$ cat src/rtl/chi_intf.sv
// Shared CHI link definitions: response flit layout, RSP opcodes and the
// link-layer state encoding used by the HN-F transmit channels.
package chi_intf;

  typedef logic [4:0] rsp_opc_t;

  localparam rsp_opc_t RSP_OPC_LCRDRETURN   = 5'h00;
  localparam rsp_opc_t RSP_OPC_COMP         = 5'h04;
  localparam rsp_opc_t RSP_OPC_COMPDBIDRESP = 5'h05;

  typedef struct packed {
    logic [3:0]  qos;
    logic [10:0] tgtid;
    logic [10:0] srcid;
    logic [11:0] txnid;
    rsp_opc_t    opcode;
    logic [1:0]  resperr;
    logic [2:0]  resp;
    logic [2:0]  fwdstate;
    logic [11:0] dbid;
    logic [3:0]  pcrdtype;
    logic        tracetag;
  } rspflit_t;

  localparam int RSPFLIT_W = $bits(rspflit_t);

  typedef enum logic [1:0] {
    LINK_STOP   = 2'd0,
    LINK_RUN    = 2'd1,
    LINK_DRAIN  = 2'd2,
    LINK_RETURN = 2'd3
  } link_state_e;

  // Flit that hands one L-credit back to the receiver: opcode only.
  function automatic rspflit_t lcrd_return_flit();
    rspflit_t f;
    f        = {RSPFLIT_W{1'b0}};
    f.opcode = RSP_OPC_LCRDRETURN;
    return f;
  endfunction

endpackage

$ cat src/rtl/hnf_txrsp_if.sv
// Response path bundle between the HN-F core, the TXRSP link block and the
// link receiver.
interface hnf_txrsp_if;
  import chi_intf::*;

  rspflit_t rsp_in;
  logic     rsp_in_v;
  logic     rsp_in_ready;
  rspflit_t txrspflit;
  logic     txrspflitv;
  logic     txrspflitpend;
  logic     txrsplcrdv;

  modport slave (
    input  rsp_in, rsp_in_v, txrsplcrdv,
    output rsp_in_ready, txrspflit, txrspflitv, txrspflitpend
  );

  modport master (
    output rsp_in, rsp_in_v, txrsplcrdv,
    input  rsp_in_ready, txrspflit, txrspflitv, txrspflitpend
  );

endinterface

$ cat src/rtl/chi_flit_fifo.sv
// Small synchronous flit FIFO with a combinational head; DEPTH must be a
// power of two so the pointers wrap by plain overflow.
module chi_flit_fifo #(
  parameter type flit_t = logic [7:0],
  parameter int  DEPTH  = 4
) (
  input  logic                     clock,
  input  logic                     reset,
  input  logic                     push,
  input  flit_t                    push_data,
  input  logic                     pop,
  output flit_t                    head,
  output logic                     empty,
  output logic                     full,
  output logic [$clog2(DEPTH):0]   count
);

  localparam int PTR_W = $clog2(DEPTH);
  localparam int CNT_W = PTR_W + 1;

  flit_t              mem_r [DEPTH];
  logic [PTR_W-1:0]   wr_ptr_r;
  logic [PTR_W-1:0]   rd_ptr_r;
  logic [CNT_W-1:0]   count_r;
  logic               push_ok_s;
  logic               pop_ok_s;

  assign empty     = (count_r == {CNT_W{1'b0}});
  assign full      = (count_r == CNT_W'(DEPTH));
  assign count     = count_r;
  assign head      = mem_r[rd_ptr_r];
  assign push_ok_s = push && !full;
  assign pop_ok_s  = pop && !empty;

  // Storage array; contents are don't-care while the FIFO is empty.
  always_ff @(posedge clock) begin
    if (push_ok_s) begin
      mem_r[wr_ptr_r] <= push_data;
    end
  end

  // Pointers and occupancy; a simultaneous push and pop leaves count alone.
  always_ff @(posedge clock) begin
    if (!reset) begin
      wr_ptr_r <= {PTR_W{1'b0}};
      rd_ptr_r <= {PTR_W{1'b0}};
      count_r  <= {CNT_W{1'b0}};
    end else begin
      if (push_ok_s) begin
        wr_ptr_r <= wr_ptr_r + PTR_W'(1);
      end
      if (pop_ok_s) begin
        rd_ptr_r <= rd_ptr_r + PTR_W'(1);
      end
      case ({push_ok_s, pop_ok_s})
        2'b10:   count_r <= count_r + CNT_W'(1);
        2'b01:   count_r <= count_r - CNT_W'(1);
        default: count_r <= count_r;
      endcase
    end
  end

endmodule

$ cat src/rtl/hnf_txrsp.sv
// HN-F TXRSP link-layer transmitter: buffers core responses, spends L-credits
// to send them, and returns unused credits as LCrdReturn flits on deactivation.
module hnf_txrsp
  import chi_intf::*;
#(
  parameter int FIFO_DEPTH = 4,
  parameter int MAX_LCRD   = 15
) (
  input  logic            clock,
  input  logic            reset,
  input  logic            link_en,
  hnf_txrsp_if.slave      bus,
  output logic            link_stopped,
  output logic            lcrd_ovf
);

  localparam int CNT_W  = $clog2(FIFO_DEPTH) + 1;
  localparam int LCRD_W = $clog2(MAX_LCRD + 1);

  localparam logic [1:0] ST_STOP   = LINK_STOP;
  localparam logic [1:0] ST_RUN    = LINK_RUN;
  localparam logic [1:0] ST_DRAIN  = LINK_DRAIN;
  localparam logic [1:0] ST_RETURN = LINK_RETURN;

  localparam logic [LCRD_W-1:0] LCRD_ZERO = {LCRD_W{1'b0}};
  localparam logic [LCRD_W-1:0] LCRD_ONE  = LCRD_W'(1);
  localparam logic [LCRD_W-1:0] LCRD_MAX  = LCRD_W'(MAX_LCRD);

  logic [1:0]        state_r;
  logic [1:0]        state_nxt_s;
  logic [LCRD_W-1:0] credit_r;
  logic [LCRD_W-1:0] credit_nxt_s;
  logic              ovf_r;
  logic              ovf_nxt_s;
  logic [CNT_W-1:0]  fifo_cnt_s;
  logic [CNT_W-1:0]  fifo_cnt_nxt_s;
  rspflit_t          fifo_head_s;
  logic              fifo_empty_s;
  logic              fifo_full_s;
  logic              ready_s;
  logic              push_s;
  logic              pop_s;
  logic              send_s;
  logic              pend_nxt_s;
  rspflit_t          flit_nxt_s;
  rspflit_t          flit_r;
  logic              flitv_r;
  logic              pend_r;

  // One shared send rule, so pend (evaluated on next-state values) always
  // matches the send decision made in the following cycle.
  function automatic logic send_ok(
    input logic [1:0]        st,
    input logic [CNT_W-1:0]  cnt,
    input logic [LCRD_W-1:0] cred
  );
    logic has_cred;
    has_cred = (cred != LCRD_ZERO);
    if ((st == ST_RUN) || (st == ST_DRAIN)) begin
      return has_cred && (cnt != {CNT_W{1'b0}});
    end else if (st == ST_RETURN) begin
      return has_cred;
    end else begin
      return 1'b0;
    end
  endfunction

  chi_flit_fifo #(
    .flit_t (rspflit_t),
    .DEPTH  (FIFO_DEPTH)
  ) u_fifo (
    .clock     (clock),
    .reset     (reset),
    .push      (push_s),
    .push_data (bus.rsp_in),
    .pop       (pop_s),
    .head      (fifo_head_s),
    .empty     (fifo_empty_s),
    .full      (fifo_full_s),
    .count     (fifo_cnt_s)
  );

  assign ready_s = (state_r == ST_RUN) && !fifo_full_s;
  assign push_s  = bus.rsp_in_v && ready_s;
  assign send_s  = send_ok(state_r, fifo_cnt_s, credit_r);
  assign pop_s   = send_s && (state_r != ST_RETURN);

  // Link state machine; RETURN waits for the last LCrdReturn to leave.
  always_comb begin
    state_nxt_s = state_r;
    case (state_r)
      ST_STOP:   if (link_en) state_nxt_s = ST_RUN;   else state_nxt_s = ST_STOP;
      ST_RUN:    if (!link_en) state_nxt_s = ST_DRAIN; else state_nxt_s = ST_RUN;
      ST_DRAIN:  if (fifo_empty_s) state_nxt_s = ST_RETURN; else state_nxt_s = ST_DRAIN;
      ST_RETURN: begin
        if ((credit_r == LCRD_ZERO) && !flitv_r) begin
          state_nxt_s = ST_STOP;
        end else begin
          state_nxt_s = ST_RETURN;
        end
      end
      default:   state_nxt_s = ST_STOP;
    endcase
  end

  // Credit count: grant and spend in the same cycle cancel; saturate at max.
  always_comb begin
    credit_nxt_s = credit_r;
    ovf_nxt_s    = ovf_r;
    case ({bus.txrsplcrdv, send_s})
      2'b10: begin
        if (credit_r == LCRD_MAX) begin
          ovf_nxt_s = 1'b1;
        end else begin
          credit_nxt_s = credit_r + LCRD_ONE;
        end
      end
      2'b01:   credit_nxt_s = credit_r - LCRD_ONE;
      default: credit_nxt_s = credit_r;
    endcase
  end

  // Occupancy the FIFO will hold after this edge, for the pend lookahead.
  always_comb begin
    fifo_cnt_nxt_s = fifo_cnt_s;
    if (push_s && !pop_s) begin
      fifo_cnt_nxt_s = fifo_cnt_s + CNT_W'(1);
    end else if (!push_s && pop_s) begin
      fifo_cnt_nxt_s = fifo_cnt_s - CNT_W'(1);
    end else begin
      fifo_cnt_nxt_s = fifo_cnt_s;
    end
  end

  // Next flit on the wire: FIFO head, a credit return, or all zeros when idle.
  always_comb begin
    flit_nxt_s = {RSPFLIT_W{1'b0}};
    pend_nxt_s = send_ok(state_nxt_s, fifo_cnt_nxt_s, credit_nxt_s);
    if (!send_s) begin
      flit_nxt_s = {RSPFLIT_W{1'b0}};
    end else if (state_r == ST_RETURN) begin
      flit_nxt_s = lcrd_return_flit();
    end else begin
      flit_nxt_s = fifo_head_s;
    end
  end

  // State, credits and registered channel outputs.
  always_ff @(posedge clock) begin
    if (!reset) begin
      state_r  <= ST_STOP;
      credit_r <= LCRD_ZERO;
      ovf_r    <= 1'b0;
      flitv_r  <= 1'b0;
      pend_r   <= 1'b0;
      flit_r   <= {RSPFLIT_W{1'b0}};
    end else begin
      state_r  <= state_nxt_s;
      credit_r <= credit_nxt_s;
      ovf_r    <= ovf_nxt_s;
      flitv_r  <= send_s;
      pend_r   <= pend_nxt_s;
      flit_r   <= flit_nxt_s;
    end
  end

  assign bus.rsp_in_ready  = ready_s;
  assign bus.txrspflit     = flit_r;
  assign bus.txrspflitv    = flitv_r;
  assign bus.txrspflitpend = pend_r;
  assign link_stopped      = (state_r == ST_STOP);
  assign lcrd_ovf          = ovf_r;

endmodule

$ cat src/flat_wrapper.sv
// flat-port wrapper written by rule: the top's interface ports become plain ports
module hnf_txrsp_flat import chi_intf::*;
#(
  parameter int FIFO_DEPTH = 4,
  parameter int MAX_LCRD   = 15
)
  (clock, reset, link_en, link_stopped, lcrd_ovf, bus_rsp_in, bus_rsp_in_v, bus_txrsplcrdv, bus_rsp_in_ready, bus_txrspflit, bus_txrspflitv, bus_txrspflitpend);
  hnf_txrsp_if bus_i ();
  input  logic clock;
  input  logic reset;
  input  logic link_en;
  output logic link_stopped;
  output logic lcrd_ovf;
  input wire logic [$bits(bus_i.rsp_in)-1:0] bus_rsp_in;
  input wire logic [$bits(bus_i.rsp_in_v)-1:0] bus_rsp_in_v;
  input wire logic [$bits(bus_i.txrsplcrdv)-1:0] bus_txrsplcrdv;
  output wire logic [$bits(bus_i.rsp_in_ready)-1:0] bus_rsp_in_ready;
  output wire logic [$bits(bus_i.txrspflit)-1:0] bus_txrspflit;
  output wire logic [$bits(bus_i.txrspflitv)-1:0] bus_txrspflitv;
  output wire logic [$bits(bus_i.txrspflitpend)-1:0] bus_txrspflitpend;
  assign bus_i.rsp_in = bus_rsp_in;
  assign bus_i.rsp_in_v = bus_rsp_in_v;
  assign bus_i.txrsplcrdv = bus_txrsplcrdv;
  assign bus_rsp_in_ready = bus_i.rsp_in_ready;
  assign bus_txrspflit = bus_i.txrspflit;
  assign bus_txrspflitv = bus_i.txrspflitv;
  assign bus_txrspflitpend = bus_i.txrspflitpend;
  hnf_txrsp #(.FIFO_DEPTH(FIFO_DEPTH), .MAX_LCRD(MAX_LCRD)) u_core (.clock(clock), .reset(reset), .link_en(link_en), .bus(bus_i), .link_stopped(link_stopped), .lcrd_ovf(lcrd_ovf));
endmodule
$ cat config.mk
export PLATFORM = sky130hd
export DESIGN_NAME = hnf_txrsp_flat
export DESIGN_NICKNAME = d
export VERILOG_FILES = /design/src/rtl/chi_intf.sv /design/src/rtl/hnf_txrsp_if.sv /design/src/rtl/chi_flit_fifo.sv /design/src/rtl/hnf_txrsp.sv /design/src/flat_wrapper.sv
export SDC_FILE = /design/constraint.sdc
export NUM_CORES = 1
export LEC_CHECK = 0
export CAP_MARGIN = 20
export CORE_ASPECT_RATIO = 0.8
export CORE_MARGIN = 2
export CORE_UTILIZATION = 58
export CTS_BUF_LIST = sky130_fd_sc_hd__clkbuf_8
export DETAILED_ROUTE_END_ITERATION = 12
export PLACE_DENSITY_LB_ADDON = 0.1
export SLEW_MARGIN = 0
export SYNTH_ARGS = -nofsm -noshare
export SYNTH_HDL_FRONTEND = slang
export SYNTH_SLANG_ARGS = --single-unit
export TNS_END_PERCENT = 1
$ cat constraint.sdc
create_clock -name clock -period 4.6 [get_ports clock]
set_clock_uncertainty 0.2 [all_clocks]
set_input_delay 0.92 -clock clock [delete_from_list [all_inputs] [get_ports clock]]
set_output_delay 0.92 -clock clock [all_outputs]
set_load 0.02 [all_outputs]
==> After elaboration in Yosys (flattened, before gate mapping) <==
Memories as Yosys holds them, arrays and structs flattened. A register that Yosys moved wholly into a read port is not among the register bits.
Cells that the tools add are included.
{ "word_totals": {"output_inout_bits": 73, "n_memories": 1, "register_bits": 16, "ramBits": 272, "inputBits": 73} }
{ "memory_table": {"columns": ["name", "words", "word_bits", "read_ports", "rd_ports_with_merged_regs", "write_ports", "line", "rtl"], "rows": [
  ["u_core.u_fifo.mem_r", 4, 68, 1, 1, 1, "chi_flit_fifo.sv:21", "flit_t mem_r [DEPTH];"]
]} }
{ "op_classes": {"muxes": 16, "n_addsub": 6, "bitwise": 2, "n_eq_ne": 13, "reduce_logical": 27} }
{ "op_table": {"columns": ["op", "n"], "rows": [
  ["2-bit equality test (second input constant)", 6],
  ["1-bit logical AND", 10],
  ["2-bit by 1-bit equality test with 1-bit output (second input constant)", 4],
  ["1-bit 2-to-1 mux", 8],
  ["2-bit case mux with 4 select lines", 1],
  ["4-bit case mux with 2 select lines", 1],
  ["4-bit nonzero test", 2],
  ["3-bit 2-to-1 mux", 2],
  ["3-bit case mux with 2 select lines", 1],
  ["3-bit nonzero test", 2],
  ["1-bit logical NOT", 5],
  ["2-bit by 1-bit adder with 2-bit output (second input constant)", 2],
  ["4-bit by 1-bit adder with 4-bit output (second input constant)", 1],
  ["4-bit equality test (second input constant)", 1],
  ["4-bit logical NOT", 1],
  ["2-bit 2-to-1 mux", 2],
  ["4-bit 2-to-1 mux", 1],
  ["4-bit by 1-bit subtractor with 4-bit output (second input constant)", 1],
  ["3-bit by 1-bit adder with 3-bit output (second input constant)", 1],
  ["3-bit equality test (second input constant)", 1],
  ["3-bit logical NOT", 1],
  ["3-bit OR reduction", 1],
  ["3-bit by 1-bit subtractor with 3-bit output (second input constant)", 1],
  ["2-bit logical NOT", 1],
  ["5 further kinds", 7]
]} }

==> Logic depth before layout (Yosys ltp) <==
Gate-level depths: netlist of the first run.
{ "depth": {"ltp_word": 11, "mapped_depth": 11} }

==> Modules after synthesis <==
From an unflattened synthesis of the first run, not the netlist that was laid out.
{ "hier_totals": {"hier_cells": 656, "area_unflattened_um2": 13011.2} }
{ "modules_own_cells": {"columns": ["mod", "instances", "cells_each", "seq_area_each_um2", "area_each_um2"], "rows": [
  ["chi_flit_fifo", 1, 410, 8348.0, 10324.9],
  ["hnf_txrsp", 1, 246, 1541.5, 2686.3]
]} }

==> Worst setup path before layout of the first run <==
Ideal clock, no wire load.
{ "synth_timing": {"path_kind": "in2reg", "from": "input port bus_rsp_in_v", "to": "memory u_core.u_fifo.mem_r[0][0] (netlist bit), enable pin", "slack_ns": 1.027, "path_stages": 3, "setup_time_ns": 0.433, "arrival_ns": 2.940, "cell_sequence": "nand2_1 a21oi_2 and2_1"} }
{ "synth_between": {"elab_chain_len": 4} }
{ "synth_lines": {"columns": ["item", "line", "rtl"], "rows": [
  ["start, declared", "flat_wrapper.sv:15", "input wire logic [$bits(bus_i.rsp_in_v)-1:0] bus_rsp_in_v;"],
  ["1-bit logical AND", "hnf_txrsp.sv:84", "assign push_s = bus.rsp_in_v && ready_s;"],
  ["1-bit logical AND", "chi_flit_fifo.sv:32", "assign push_ok_s = push && !full;"],
  ["1-bit 2-to-1 mux", "chi_flit_fifo.sv:37", "if (push_ok_s) begin"],
  ["1-bit 2-to-1 mux (not written as such)", "chi_flit_fifo.sv:38", "mem_r[wr_ptr_r] <= push_data;"],
  ["end, declared", "chi_flit_fifo.sv:21", null]
]} }
Every way passes these cells.

==> Final worst setup path of the first run <==
{ "layout_timing": {"from": "register u_core.u_fifo.count_r[0] (netlist: u_core.u_fifo.count[0])", "to": "output port bus_rsp_in_ready"} }
{ "layout_between": {"elab_chain_len": 3} }
{ "layout_lines": {"columns": ["item", "line", "rtl"], "rows": [
  ["start, declared", "chi_flit_fifo.sv:24", "logic [CNT_W-1:0] count_r;"],
  ["start signal, assigned", "chi_flit_fifo.sv:47", "count_r <= {CNT_W{1'b0}};"],
  ["start signal, assigned", "chi_flit_fifo.sv:56", "2'b10: count_r <= count_r + CNT_W'(1);"],
  ["start signal, assigned", "chi_flit_fifo.sv:57", "2'b01: count_r <= count_r - CNT_W'(1);"],
  ["3-bit equality test", "chi_flit_fifo.sv:29", "assign full = (count_r == CNT_W'(DEPTH));"],
  ["1-bit logical NOT", "hnf_txrsp.sv:83", "assign ready_s = (state_r == ST_RUN) && !fifo_full_s;"],
  ["1-bit logical AND", "hnf_txrsp.sv:83", null],
  ["end, declared", "flat_wrapper.sv:17", "output wire logic [$bits(bus_i.rsp_in_ready)-1:0] bus_rsp_in_ready;"]
]} }
Every way passes these cells.

==> results of run 1 <==
cells in the mapped netlist (2+ instances only):
| master | n |
|---|---|
| clkbuf_1 | 21 |
| inv_1 | 15 |
| o21ai_0 | 6 |
| mux2i_1 | 2 |
| edfxtp_1 | 272 |
| nand2_1 | 4 |
| a211oi_1 | 3 |
| and2_1 | 7 |
| nand3_1 | 2 |
| a21o_1 | 3 |
| xnor2_1 | 3 |
| nor2b_1 | 5 |
| a221oi_1 | 2 |
| buf_4 | 2 |
| mux4_2 | 68 |
| nor3_1 | 2 |
| nor2_1 | 14 |
| buf_2 | 12 |
| xor2_1 | 3 |
| a21oi_1 | 4 |
| a31oi_1 | 2 |
| dfxtp_1 | 84 |
| ha_1 | 18 |
| and3_1 | 68 |
power breakdown:
group	internal, mW	total, mW	leakage, nW	switching, mW
Clock	1.29	2.42	0.613	1.13
Sequential	3.49	3.50	3.13	0.0148
Combinational	0.116	0.223	1.72	0.108
per-layer routing:
layer / track usage / up-vias / wire length (um)
met1: 0.278 / 3153 / 9950
met3: 0.0445 / 29 / 1490
met4: 0.0617 / 0 / 339
met2: 0.339 / 206 / 11400
li1: - / 2909 / -
met5: 0 / - / 0
state kept, by name, indices dropped and copies added (netlist names):
signal and count:
u_core.bus.txrspflit 68, u_core.bus.txrspflitpend 1, u_core.bus.txrspflitv 1, u_core.credit_r 4
u_core.lcrd_ovf 1, u_core.state_r 2, u_core.u_fifo.count 3, u_core.u_fifo.mem_r 272
u_core.u_fifo.rd_ptr_r 2, u_core.u_fifo.wr_ptr_r 2
metrics by stage:
stage | power [mW] | hold WS (ns) | util
floorplan | 3.67 | 0.297 | -
global placement | 3.78 | 0.260 | 0.676
finish | 6.15 | 0.269 | 0.724
global route | 6.37 | 0.349 | 0.724
CTS | 6.20 | 0.277 | 0.724
detailed placement | 3.79 | 0.262 | 0.676
worst register-to-register path, stage by stage, from the launching register on:
cell and delay (ns):
dfxtp_1 0.42, inv_1 0.09, ha_1 0.27, nor2b_2 0.20
a211oi_1 0.34, ha_1 0.37, or3b_1 0.39, o41ai_2 0.24
a221oi_1 0.11, and4b_1 0.25, a211oi_2 0.13
path summary, 6_finish.rpt:
| path | start | endpoint | slack, ns | cells past startpoint |
|---|---|---|---|---|
| min | u_core.lcrd_ovf | u_core.lcrd_ovf | 0.27 | 2 |
| max | u_core.u_fifo.count[0] | bus_rsp_in_ready | 1.28 | 4 |
| min reg2reg | u_core.lcrd_ovf | u_core.lcrd_ovf | 0.27 | 2 |
| max reg2reg | u_core.u_fifo.count[0] | u_core.bus.txrspflitpend | 1.51 | 10 |
layout make-up:
| type | instances | area [um2] | share of cell area |
|---|---|---|---|
| clock inverter | 31 | 134 | 0.00855 |
| multi-input combinational | 237 | 2770 | 0.177 |
| tap | 275 | 344 | 0.0220 |
| sequential | 356 | 9860 | 0.630 |
| clock buffer | 66 | 908 | 0.0580 |
| timing repair buffer | 154 | 1580 | 0.101 |
| inverter | 15 | 56.3 | 0.00360 |
cell families after synthesis:
| logic type | after synthesis |
|---|---|
| muxes | 71 |
| adders and majority gates | 18 |
| AOI/OAI and AO/OA | 31 |
| DFF | 356 |
| buffers and inverters | 52 |
| and+or+nand+nor | 111 |
| xor gates and xnor gates | 6 |
==> metrics.md, run 1 <==
| Metric | Value |
|---|---|
| Worst-Skew Late Latency | 0.57 ns |
| Pin count of the biggest net entering global routing | 70 |
| # clock sinks | 356 |
| Post-synthesis sequential area ratio | 0.767 |
| First-pass GRT wire length | 35800 um |
| Synth Area in Compound Gates | 0.0180 |
| Htree depth | 2 |
| Top post-synthesis cells by area | edfxtp_1 64%, dfxtp_1 13%, mux4_2 12% |
| Routed len/inst | 20.4 um |
| GP Congestion | 0.831 |
| Setup slack after layout | 1.28 ns |
| Final hold vios | 0 |
| F_max | 301 MHz |
| Vias | 6297 |
| Starting Density | 0.594 |
| DR DRC count | 0 |
| Critical-path cell list | inv_1 > ha_1 > a21boi_0 > clkdlybuf4s50_1 |
| Num CTS Buffers | 52 |
| Cell Area, Synth | 0.0128 mm2 |
| Rel. slew slack | 0.314 |
| Clk buf depth | 3 |
| Final setup fails | 0 |
| CP arrival | 2.20 ns |
| Mux cell area share after synthesis | 0.122 |
| LEAKAGE | 5.47 nW |
| Vias in the first global route | 6647 |
| Share of layout cells above drive strength 1 | 0.191 |
| Synth-to-layout area growth | 21.9% |
| Worst-Margin Slew | 1.03 ns |
| Final clock period utilization by the worst path | 0.721 |
| Post-CTS resize count | 0 |
| CP Max Fanout | 5 |
| Initial antenna violation count | 0 |
| Most frequent cells in the layout | 272 x edfxtp_1, 144 x clkdlybuf4s50_1, 82 x dfxtp_1, 68 x mux4_2, 68 x and3_1 |
| DIE WIDTH | 170 um |
| Worst path buffer plus inverter count | 2 |
| Die height | 137 um |
| Post-CTS Setup Bufs | 0 |
| Clk slew on worst S/H paths | 0.06 ns |
| Hold Path Class | register to register |
| Inserted Diodes | 0 |
| Top-area cell type share of the netlist area | 0.636 |
| Top Family by Delay on Critical Path | buffers and inverters |
| Main combinational cell family by area after synthesis | multiplexers |
| Setup TNS | 0 ns |
| Ys async rst share | 0 |
| Post-Synth Simple-Gate Area | 0.0536 |
| Commonest register cell after synthesis | edfxtp_1 |
| Synth Area in XOR/XNOR | 0.00409 |
| Mean number of vias per cell | 5.55 |
| Syn Area/Cell | 19.9 um2 |
| Power density over the cells | 393 mW/mm2 |
| Synth cell types | 47 |
| Remaining antenna violation count | 0 |
| DIE AREA | 0.0234 mm2 |
| Synthesized-area fraction occupied by adder cells | 0.0175 |
| Fill cell count | 1300 |
| Largest stage delay on the critical path | 0.64 ns |
| CP Data Required Time | 3.48 ns |
| Final cell count without fillers | 1134 |
| WL final | 23200 um |
| Cell at the slowest stage of the critical path | clkdlybuf4s50_1 |
| 1st-iter DRT viols | 524 |
| Most common cell after layout, fill and taps aside | edfxtp_1 |
| CP endpoint kind | output pin |
| Io pins | 146 |
| Post-synth EDFFs | 272 |
| Core Region | 0.0216 mm2 |
| Num rows | 48 |
| Total GRT Usage | 0.205 |
| Max-slew violation count | 0 |
| DP Area | 0.0146 mm2 |
| Port bufs | 145 |
| WS Path Type | register to output pin |
| RSZ-0062 raised after global routing | false |
| Post-DP HPWL | 13500 um |
| Max Cap Viol | 0 |
| #FFs+latches synth | 356 |
| Total gr overflow | 0 |
| Yosys top cell by area | edfxtp_1 |
| Placed Cells | 1037 |
| VDD IR max | 0.320 mV |
| Period minus WS final | 3.32 ns |
| Outcome | complete, no violations |
| Mapped Cells | 645 |
| Crit start category | register |
| Final Cell Area | 0.0157 mm2 |
| # hold bufs at CTS | 0 |
| CTS tree | yes |
| Clock Root Buffer | clkbuf_8 |
| Detailed Routing Iterations Pass 1 | 5 |
| Final nets | 907 |
| Worst slack, placed | 1.27 ns |
| Synth Net Count | 736 |
| Ys Warns | 0 |
Power figures use the tool's default switching activity.
==> run 2: changes to the inputs <==
Settings changed: CORE_UTILIZATION 58 to 52.
Clock period 4.6 ns to 3 ns, I/O delays scaled along.
==> run 2 against run 1 <==
  * Via count grew 3.5%
  * Register-to-register slack lost 1.4 ns
  * Non-clock buffer count grew 16
  * Setup slack lost 1.1 ns
  * Clock power grew 52%
  * Critical endpoint unchanged
  * Largest power group unchanged
  * Highest routed layer is now met5
==> metrics.md, run 2 (synthesis gave the netlist of run 1 again) <==
| Metric | Value |
|---|---|
| Initial antenna violation count | 3 (+3) |
| Io pins | 146 (unchanged) |
| Final nets | 923 (+1.8%) |
| Most frequent cells in the layout | 272 x edfxtp_1, 144 x clkdlybuf4s50_1, 79 x dfxtp_1, 68 x mux4_2, 68 x and3_1 |
| Top reg by flops | u_core.u_fifo.mem_r |
| Outcome | complete, no violations |
| CP endpoint kind | output pin |
| WL final | 24700 um (+6.7%) |
| First-pass GRT wire length | 38400 um (+7.2%) |
| Period minus WS final | 2.86 ns |
| Htree depth | 2 (unchanged) |
| Total GRT Usage | 0.194 (-0.0109) |
| VDD IR max | 0.444 mV (+39%) |
| Remaining antenna violation count | 0 (unchanged) |
| Max reg flops | 272 (unchanged) |
| # clock sinks | 356 (unchanged) |
| Die height | 145 um (+5.4%) |
| Share of layout cells above drive strength 1 | 0.208 (+0.0168) |
| NetSw | 1.95 mW (+55%) |
| CTS tree | yes |
| Vias | 6519 (+3.5%) |
| Post-DP HPWL | 14400 um (+6.7%) |
| Hold Worst Slack | 0.277 ns (+0.00805 ns) |
| Total gr overflow | 0 (unchanged) |
| DR DRC count | 0 (unchanged) |
| Post-CTS Setup Bufs | 0 (unchanged) |
| Pin count of the biggest net entering global routing | 52 (-26%) |
| Pint | 7.47 mW (+53%) |
| Clock Root Buffer | clkbuf_8 |
| LEAKAGE | 5.55 nW (+1.4%) |
| Starting Density | 0.528 (-0.0657) |
| Flop pwr share | 0.570 (about the same) |
| Max-slew violation count | 0 (unchanged) |
| Final Cell Area | 0.0159 mm2 (+1.4%) |
| Most common cell after layout, fill and taps aside | edfxtp_1 |
| DP Area | 0.0148 mm2 (+1.4%) |
| Routed len/inst | 20.7 um (+1.3%) |
| Final hold vios | 0 (unchanged) |
| CP Max Fanout | 5 (unchanged) |
| Clk buf depth | 3 (unchanged) |
| DIE AREA | 0.0260 mm2 (+11%) |
| F_max | 350 MHz |
| Hold Path Class | register to register |
| Worst-Margin Slew | 0.595 ns (-0.435 ns) |
| Rel. slew slack | 0.603 (+0.290) |
| Max Cap Viol | 0 (unchanged) |
| GP Congestion | 0.771 (-7.2%) |
| Port bufs | 145 (unchanged) |
| Power density over the cells | 593 mW/mm2 (+51%) |
| Final clock period utilization by the worst path | 0.952 |
| Synth-to-layout area growth | 23.6% |
| Clock Power Share | 0.391 (-0.003) |
| Num rows | 51 (+6.3%) |
| CP arrival | 2.06 ns (-0.14 ns) |
| Crit start category | register |
| DIE WIDTH | 180 um (+5.5%) |
| Num CTS Buffers | 52 (unchanged) |
| # hold bufs at CTS | 0 (unchanged) |
| Final setup fails | 0 (unchanged) |
| WS Path Type | register to output pin |
| Combinational group share of total power | 0.038 (+0.002) |
| Worst-Skew Late Latency | 0.58 ns (about the same) |
| 1st-iter DRT viols | 478 (-8.8%) |
| Clk slew on worst S/H paths | 0.07 ns (about the same) |
| Layout Utilization | 0.653 (-0.0713) |
| RSZ-0062 raised after global routing | false |
| Core Region | 0.0243 mm2 (+12%) |
| Mean number of vias per cell | 5.46 (-1.8%) |
| Vias in the first global route | 6963 (+4.8%) |
| Switch share | 0.207 (+0.00286) |
| CP Data Required Time | 2.20 ns (-1.28 ns) |
| Detailed Routing Iterations Pass 1 | 7 (+2) |
## run 2: final timing paths
kind | startpoint | to | slack (ns) | depth (start not counted)
setup / recovery | u_core.u_fifo.count[0] | bus_rsp_in_ready | 0.14 | 4
hold reg to reg | u_core.lcrd_ovf | u_core.lcrd_ovf | 0.28 | 2
hold / removal | u_core.lcrd_ovf | u_core.lcrd_ovf | 0.28 | 2
setup reg to reg | u_core.credit_r[0] | u_core.bus.txrspflitpend | 0.16 | 10
## run 2: critical path, cell delays in order, from the launching register on
cell and delay [ns]:
dfxtp_2 0.37, inv_1 0.07, ha_2 0.22, a21boi_0 0.20, clkdlybuf4s50_1 0.64
## run 2: layout make-up
type                            count  area [um2]
Sequential cell                   356        9860
Fill cell                        1639        8450
Multi-Input combinational cell    237        2780
Timing Repair Buffer              170        1730
Clock buffer                       64         881
Tap cell                          318         398
Clock inverter                     34         149
Inverter                           15        56.3
Antenna cell                        1        2.50
## run 2: timing repair
| action | CTS | global route |
|---|---|---|
| hold endpoints to repair | 0 | 0 |
| endpoints found under the setup margin | 1 | 2 |
| pin swaps | 0 | 1 |
| resized for setup | 2 | 4 |
## run 2: power by group through the flow
stage	Sequential (mW)	Clock [mW]	Combinational (mW)
6_report	5.37	3.68	0.359
5_1_grt	5.37	4.02	0.388
4_1_cts	5.37	3.79	0.359
3_5_place_dp	5.47	0	0.356
3_3_place_gp	5.47	0	0.341
2_1_floorplan	5.48	0	0.151
## run 2: metrics by stage
step / instances / power, mW / TNS [ns] / setup slack [ns]
after floorplan: 645 / 5.63 / -57.09 / -0.280
after global placement: 1096 / 5.81 / 0 / 0.137
after detailed placement: 1096 / 5.83 / 0 / 0.0179
after CTS: 1194 / 9.52 / 0 / 0.000697
after global routing: 1194 / 9.77 / 0 / 0.00279
final: 1195 / 9.41 / 0 / 0.144
## run 2: per-layer routing
metal | up-vias | share of wire | track usage | wire length, um
met1 | 3338 | 0.42 | 0.246 | 10400
met3 | 35 | 0.056 | 0.0463 | 1370
met4 | 2 | 0.015 | 0.0578 | 375
met2 | 195 | 0.51 | 0.336 | 12600
met5 | - | 0.00053 | 0 | 13
li1 | 2949 | - | - | -
